$ cat src/rtl/arith_responder.sv
// Registered add/subtract responder: valid/ready request channel in, in-order response FIFO out.
// Optional ARITH_RESP_SAT_EN: saturate stored results on signed 32-bit overflow instead of wrapping.
module arith_responder #(
    parameter int DEPTH = 2,
    parameter int TAG_W = 4
) (
    input  logic             i_clk,
    input  logic             i_arst_n,
    input  logic             i_req_valid,
    output logic             o_req_ready,
    input  logic             i_req_op,
    input  logic [31:0]      i_a,
    input  logic [31:0]      i_b,
    input  logic [TAG_W-1:0] i_req_tag,
    output logic             o_rsp_valid,
    input  logic             i_rsp_ready,
    output logic [31:0]      o_rsp_result,
    output logic [TAG_W-1:0] o_rsp_tag,
    output logic             o_rsp_ovf,
    output logic [15:0]      o_count
);

    localparam int PTR_W = (DEPTH > 1) ? $clog2(DEPTH) : 1;
    localparam int OCC_W = $clog2(DEPTH + 1);

    typedef enum logic [1:0] {
        ST_EMPTY,
        ST_PARTIAL,
        ST_FULL
    } state_e;

    state_e           state_q, state_d;
    logic [OCC_W-1:0] occ_q, occ_d;
    logic [PTR_W-1:0] wr_ptr_q, wr_ptr_d;
    logic [PTR_W-1:0] rd_ptr_q, rd_ptr_d;
    logic [15:0]      count_q, count_d;

    logic [31:0]      res_mem_q [DEPTH];
    logic [TAG_W-1:0] tag_mem_q [DEPTH];
    logic             ovf_mem_q [DEPTH];

    logic             req_ready;
    logic             rsp_valid;
    logic             push;
    logic             pop;

    logic [32:0]      a_ext;
    logic [32:0]      b_ext;
    logic [32:0]      sum_ext;
    logic             wr_ovf;
    logic [31:0]      wr_result;

    // Pointers wrap explicitly so non-power-of-two depths work.
    function automatic logic [PTR_W-1:0] ptr_inc(input logic [PTR_W-1:0] p);
        return (p == PTR_W'(DEPTH - 1)) ? '0 : p + 1'b1;
    endfunction

    // State register
    always_ff @(posedge i_clk or negedge i_arst_n) begin
        if (!i_arst_n) begin
            state_q  <= ST_EMPTY;
            occ_q    <= '0;
            wr_ptr_q <= '0;
            rd_ptr_q <= '0;
            count_q  <= '0;
        end else begin
            state_q  <= state_d;
            occ_q    <= occ_d;
            wr_ptr_q <= wr_ptr_d;
            rd_ptr_q <= rd_ptr_d;
            count_q  <= count_d;
        end
    end

    // Next-state logic
    always_comb begin
        occ_d    = occ_q;
        wr_ptr_d = wr_ptr_q;
        rd_ptr_d = rd_ptr_q;
        count_d  = count_q;
        if (push) begin
            wr_ptr_d = ptr_inc(wr_ptr_q);
        end
        if (pop) begin
            rd_ptr_d = ptr_inc(rd_ptr_q);
            count_d  = count_q + 16'd1;
        end
        if (push && !pop) begin
            occ_d = occ_q + 1'b1;
        end else if (!push && pop) begin
            occ_d = occ_q - 1'b1;
        end
        if (occ_d == '0) begin
            state_d = ST_EMPTY;
        end else if (occ_d == OCC_W'(DEPTH)) begin
            state_d = ST_FULL;
        end else begin
            state_d = ST_PARTIAL;
        end
    end

    // Output logic: handshake flags depend on registered state only
    always_comb begin
        req_ready = (state_q != ST_FULL);
        rsp_valid = (state_q != ST_EMPTY);
    end

    assign push = i_req_valid && req_ready;
    assign pop  = rsp_valid && i_rsp_ready;

    always_comb begin
        a_ext   = {i_a[31], i_a};
        b_ext   = {i_b[31], i_b};
        sum_ext = i_req_op ? (a_ext - b_ext) : (a_ext + b_ext);
        wr_ovf  = sum_ext[32] ^ sum_ext[31];
`ifdef ARITH_RESP_SAT_EN
        if (wr_ovf) begin
            wr_result = sum_ext[32] ? 32'h8000_0000 : 32'h7FFF_FFFF;
        end else begin
            wr_result = sum_ext[31:0];
        end
`else
        wr_result = sum_ext[31:0];
`endif
    end

    // Storage is reset so the head outputs read zero while empty after reset.
    always_ff @(posedge i_clk or negedge i_arst_n) begin
        if (!i_arst_n) begin
            for (int unsigned i = 0; i < DEPTH; i++) begin
                res_mem_q[i] <= '0;
                tag_mem_q[i] <= '0;
                ovf_mem_q[i] <= 1'b0;
            end
        end else if (push) begin
            res_mem_q[wr_ptr_q] <= wr_result;
            tag_mem_q[wr_ptr_q] <= i_req_tag;
            ovf_mem_q[wr_ptr_q] <= wr_ovf;
        end
    end

    assign o_req_ready  = req_ready;
    assign o_rsp_valid  = rsp_valid;
    assign o_rsp_result = res_mem_q[rd_ptr_q];
    assign o_rsp_tag    = tag_mem_q[rd_ptr_q];
    assign o_rsp_ovf    = ovf_mem_q[rd_ptr_q];
    assign o_count      = count_q;

endmodule

$ cat config.mk
export PLATFORM = sky130hd
export DESIGN_NAME = arith_responder
export DESIGN_NICKNAME = d
export VERILOG_FILES = /design/src/rtl/arith_responder.sv
export SDC_FILE = /design/constraint.sdc
export NUM_CORES = 1
export LEC_CHECK = 0
export CAP_MARGIN = 20
export CORE_MARGIN = 5
export CORE_UTILIZATION = 35
export CTS_BUF_LIST = sky130_fd_sc_hd__clkbuf_2 sky130_fd_sc_hd__clkbuf_4 sky130_fd_sc_hd__clkbuf_8
export CTS_CLUSTER_SIZE = 10
export DETAILED_ROUTE_END_ITERATION = 7
export GPL_ROUTABILITY_DRIVEN = 0
export HOLD_SLACK_MARGIN = 0.05
export MAX_ROUTING_LAYER = met4
export PLACE_DENSITY_LB_ADDON = 0.05
export SLEW_MARGIN = 20
export SYNTH_ARGS = -nofsm -noshare
export SYNTH_HDL_FRONTEND = slang
export SYNTH_SLANG_ARGS = --single-unit
$ cat constraint.sdc
create_clock -name i_clk -period 2.3 [get_ports i_clk]
set_input_delay 0.575 -clock i_clk [delete_from_list [all_inputs] [get_ports i_clk]]
set_output_delay 0.575 -clock i_clk [all_outputs]
set_load 0.005 [all_outputs]
==> impl_results.md <==
* Status: finished with violations
* Failing checks: negative setup slack
* Multi-input logic area at around 5200 um2
* Number of distinct library cells after synthesis at 63
* Compound-gate portion of the synthesized area at between 10% and 20%
* Die W at roughly 150 um
* Grt ovf at 0
* Post-synthesis mux area share at a little under a tenth
* FF/Latch Area at between 2000 and 2500 um2
* Syn_nets at 869
* Starting Density at around 36%
* Fillers at about 1.5k
* CP startpoint: i_b[12]
* Final Worst Setup Slack at -1.65 ns
* Critical R2R Capture: res_mem_q[61]
* Synth Flop Type: dfrtp_1
* Largest net degree at the start of global routing at between 90 and 100
* Hold Violations, Final at 0
* Worst path max stage delay at between 0.4 and 0.5 ns
* Final ANT Viol Nets at 0
* Most frequent cells after synthesis: nand2_1, dfrtp_1, xnor2_1
* Mean Syn Cell Area at roughly 8.8 um2
* Async S/R FF share, synth at 100%
* Worst-path clk slew at roughly 0.090 ns
* Row count at 50
* Final count of pins violating max slew at 0
* Num CTS Buffers at 9
* RSZ-0062 raised after global routing: yes
* Routed WL at 22.3 mm
* Routed vias at 6,966
* Routed vias/inst at just over 5
* Final Util at between 60% and 70%
* Cell type with the largest total area after synthesis: dfrtp_1
* CTS sink count at 96
* Relative slew slack at roughly 64%
* Drc violations at 0
* Worst setup path end: ovf_mem_q[1]
* Area Overhead vs Synth at 75.4%
* NumNets Final at 1,247
* Worst Tran Pin Value at around 0.54 ns
* CP delay by family, top: buffers and inverters
* # port buffers at around 130
* Hold Crit Class: input port to asynchronous set/reset pin
* Worst reg2reg startpoint: state_q[1]
* Cell Chain, Critical Path: dlygate4sd2_1, nor3_4, buf_4, buf_4, buf_4, buf_4, buf_4, buf_4, buf_4, buf_4, buf_4, buf_4, buf_4, buf_4, buf_4, buf_4, buf_4, buf_4, a41o_1, o21ai_2, xor2_1, or3_4, a2111o_1, nand3_1
* Clock Skew at between 0.01 and 0.015 ns
* Crit path launch type: input port
* Crit-path max FO at 4
* Register area share after synthesis at between 30% and 40%
* Post-synth EDFFs at 0
* Die H at around 150 um
* Simple-Gate Fraction of Synth Area at between 20% and 30%
* N_diodes at 0
* # IOs at 128
* Yosys reg bits at between 90 and 100
* Dpl cell area at roughly 9700 um2
* Max cap viols at 0
* Pwr/cell area at a little under 900 nW/um2
* Main combinational cell family by area after synthesis: simple AND/OR/NAND/NOR gates
* Synth warn at 0
* H-tree levels at 3
* Tmin final at ~4.0 ns
* Count leader, synth: nand2_1
* Maximum operating frequency at between 200 and 300 MHz
* Crit Path Category: input port to register
* Synth Area in Adders at under 10%
* CP max-delay cell: or3_4
* WP buf/inv at 17
* Place WS at -2.54 ns
* Clk_lat worst skew at approximately 0.36 ns
* Vias in the first global route at just over 7k
* WL per Instance at 16.2 um
* Crit. path cell count at 24
* Die area at 22,000 um2
* Mapped Cells at ~760
* Clock tree from TritonCTS: yes
* Synth Cell Area at 6710 um2
* WP data arrival at 4.25 ns
* XOR/XNOR Fraction of Synth Area at roughly 9.9%
* Clock root buffer: clkbuf_8
* CP endpoint kind: register
* First-pass GRT wire length at about 36 mm
* Iteration-0 DRC Markers at 249
* Post-synth top area share at between 30% and 40%
* TritonRoute pass-1 iters at 4
* Core area at about 19,000 um2
* CTS max path bufs at 2
* Initial antenna violation count at 0
* Setup tns final at -64.27 ns
* Worst-case reg-to-reg path depth at 5
* GRT Util Overall at between 20% and 30%
* Most common cell on crit path: buf_4
* Synth top area cells: dfrtp_1, nand2_1, mux2_2
* Leakage power total at between 5 and 6 nW
* Final setup vio count at about 60
* WHS at 0.241 ns
* Share of layout cells above drive strength 1 at a little under half
* Crit share post-route at 172%
* Required time of the worst setup path at roughly 2.6 ns
* VDD IR max at ~0.47 mV
* Design area at 11,800 um2
* R2R setup slack at 0.66 ns
* Post-detail-place hpwl at about 16 mm
==> through the flow <==
stage / std cells / total power, mW
2_1_floorplan: 761 / 5.42
3_3_place_gp: 1275 / 7.92
3_5_place_dp: 1275 / 8.07
4_1_cts: 1349 / 9.94
5_1_grt: 1378 / 10.9
6_report: 1378 / 10.2
==> cell usage in the layout, fill, tap and decap left out, types with 12 or more instances in the layout <==
cell type / synthesis / routed
buf_4: 0 / 215
nand2_1: 176 / 163
dfrtp_1: 96 / 95
clkdlybuf4s50_1: 0 / 71
buf_6: 0 / 55
xnor2_1: 57 / 41
mux2_2: 55 / 40
dlygate4sd2_1: 0 / 28
nor2_1: 34 / 26
ha_1: 34 / 25
a21oi_2: 0 / 17
inv_1: 18 / 16
a21oi_1: 42 / 15
mux2_4: 0 / 15
a21o_1: 15 / 15
xnor2_2: 0 / 13
nand3_1: 14 / 13
xor2_1: 19 / 12
o21ai_2: 0 / 12
==> report_power, final <==
group	leakage, nW	switching (mW)	internal [mW]	total (mW)
registers	1.19	0.416	2.43	2.85
clock network	0.117	0.577	0.655	1.23
logic	4.21	2.71	3.40	6.12
==> registers in the layout (all words and copies together) (netlist names) <==
register and flops:
ovf_mem_q 2, wr_ptr_q 1, tag_mem_q 8, state_q 2
res_mem_q 64, o_count 16, rd_ptr_q 1, occ_q 2
==> area by class of cell <==
| class | instances | share of cell area (%) |
|---|---|---|
| repair buffers | 398 | 30.2 |
| clock buffers | 11 | 1.23 |
| well taps | 234 | 2.49 |
| clock inverters | 5 | 0.670 |
| multi-input cells | 616 | 44.4 |
| flip-flops and latches | 96 | 20.4 |
| inverters | 18 | 0.574 |
==> worst min-delay path by stage <==
stage	from	endpoint	slack, ns
5_1_grt	i_arst_n	tag_mem_q[1]	0.29
3_3_place_gp	occ_q[1]	occ_q[1]	0.45
2_1_floorplan	i_arst_n	o_count[0]	0.28
6_report	i_arst_n	o_count[14]	0.24
3_5_place_dp	occ_q[1]	occ_q[1]	0.45
4_1_cts	i_arst_n	o_count[14]	0.27
==> cells by family after synthesis <==
kind of cell | count (synthesis)
XOR/XNOR | 76
buffers and inverters | 49
AO/OA/AOI/OAI | 156
flip-flops | 96
multiplexers | 56
AND/OR/NAND/NOR | 293
adder cells (fa/ha/maj) | 35
==> what timing repair did <==
item | CTS | global route
hold buffers | 0 | 0
pin swaps | 106 | 72
setup buffers | 58 | 37
endpoints found under the setup margin | 97 | 76
gates cloned | 3 | 0
resized for setup | 276 | 96
hold endpoints to repair | 0 | 0
==> layer usage <==
metal  global-route usage [%]  vias to the layer above  wire length (um)
li1                         -                     3416                 -
met1                     26.7                     3347             10200
met2                     33.6                      164             11000
met3                     1.71                       39               634
met4                     4.80                        0               481
met5                        -                        -                 0
No activity file was read; power rests on OpenSTA's default activity.
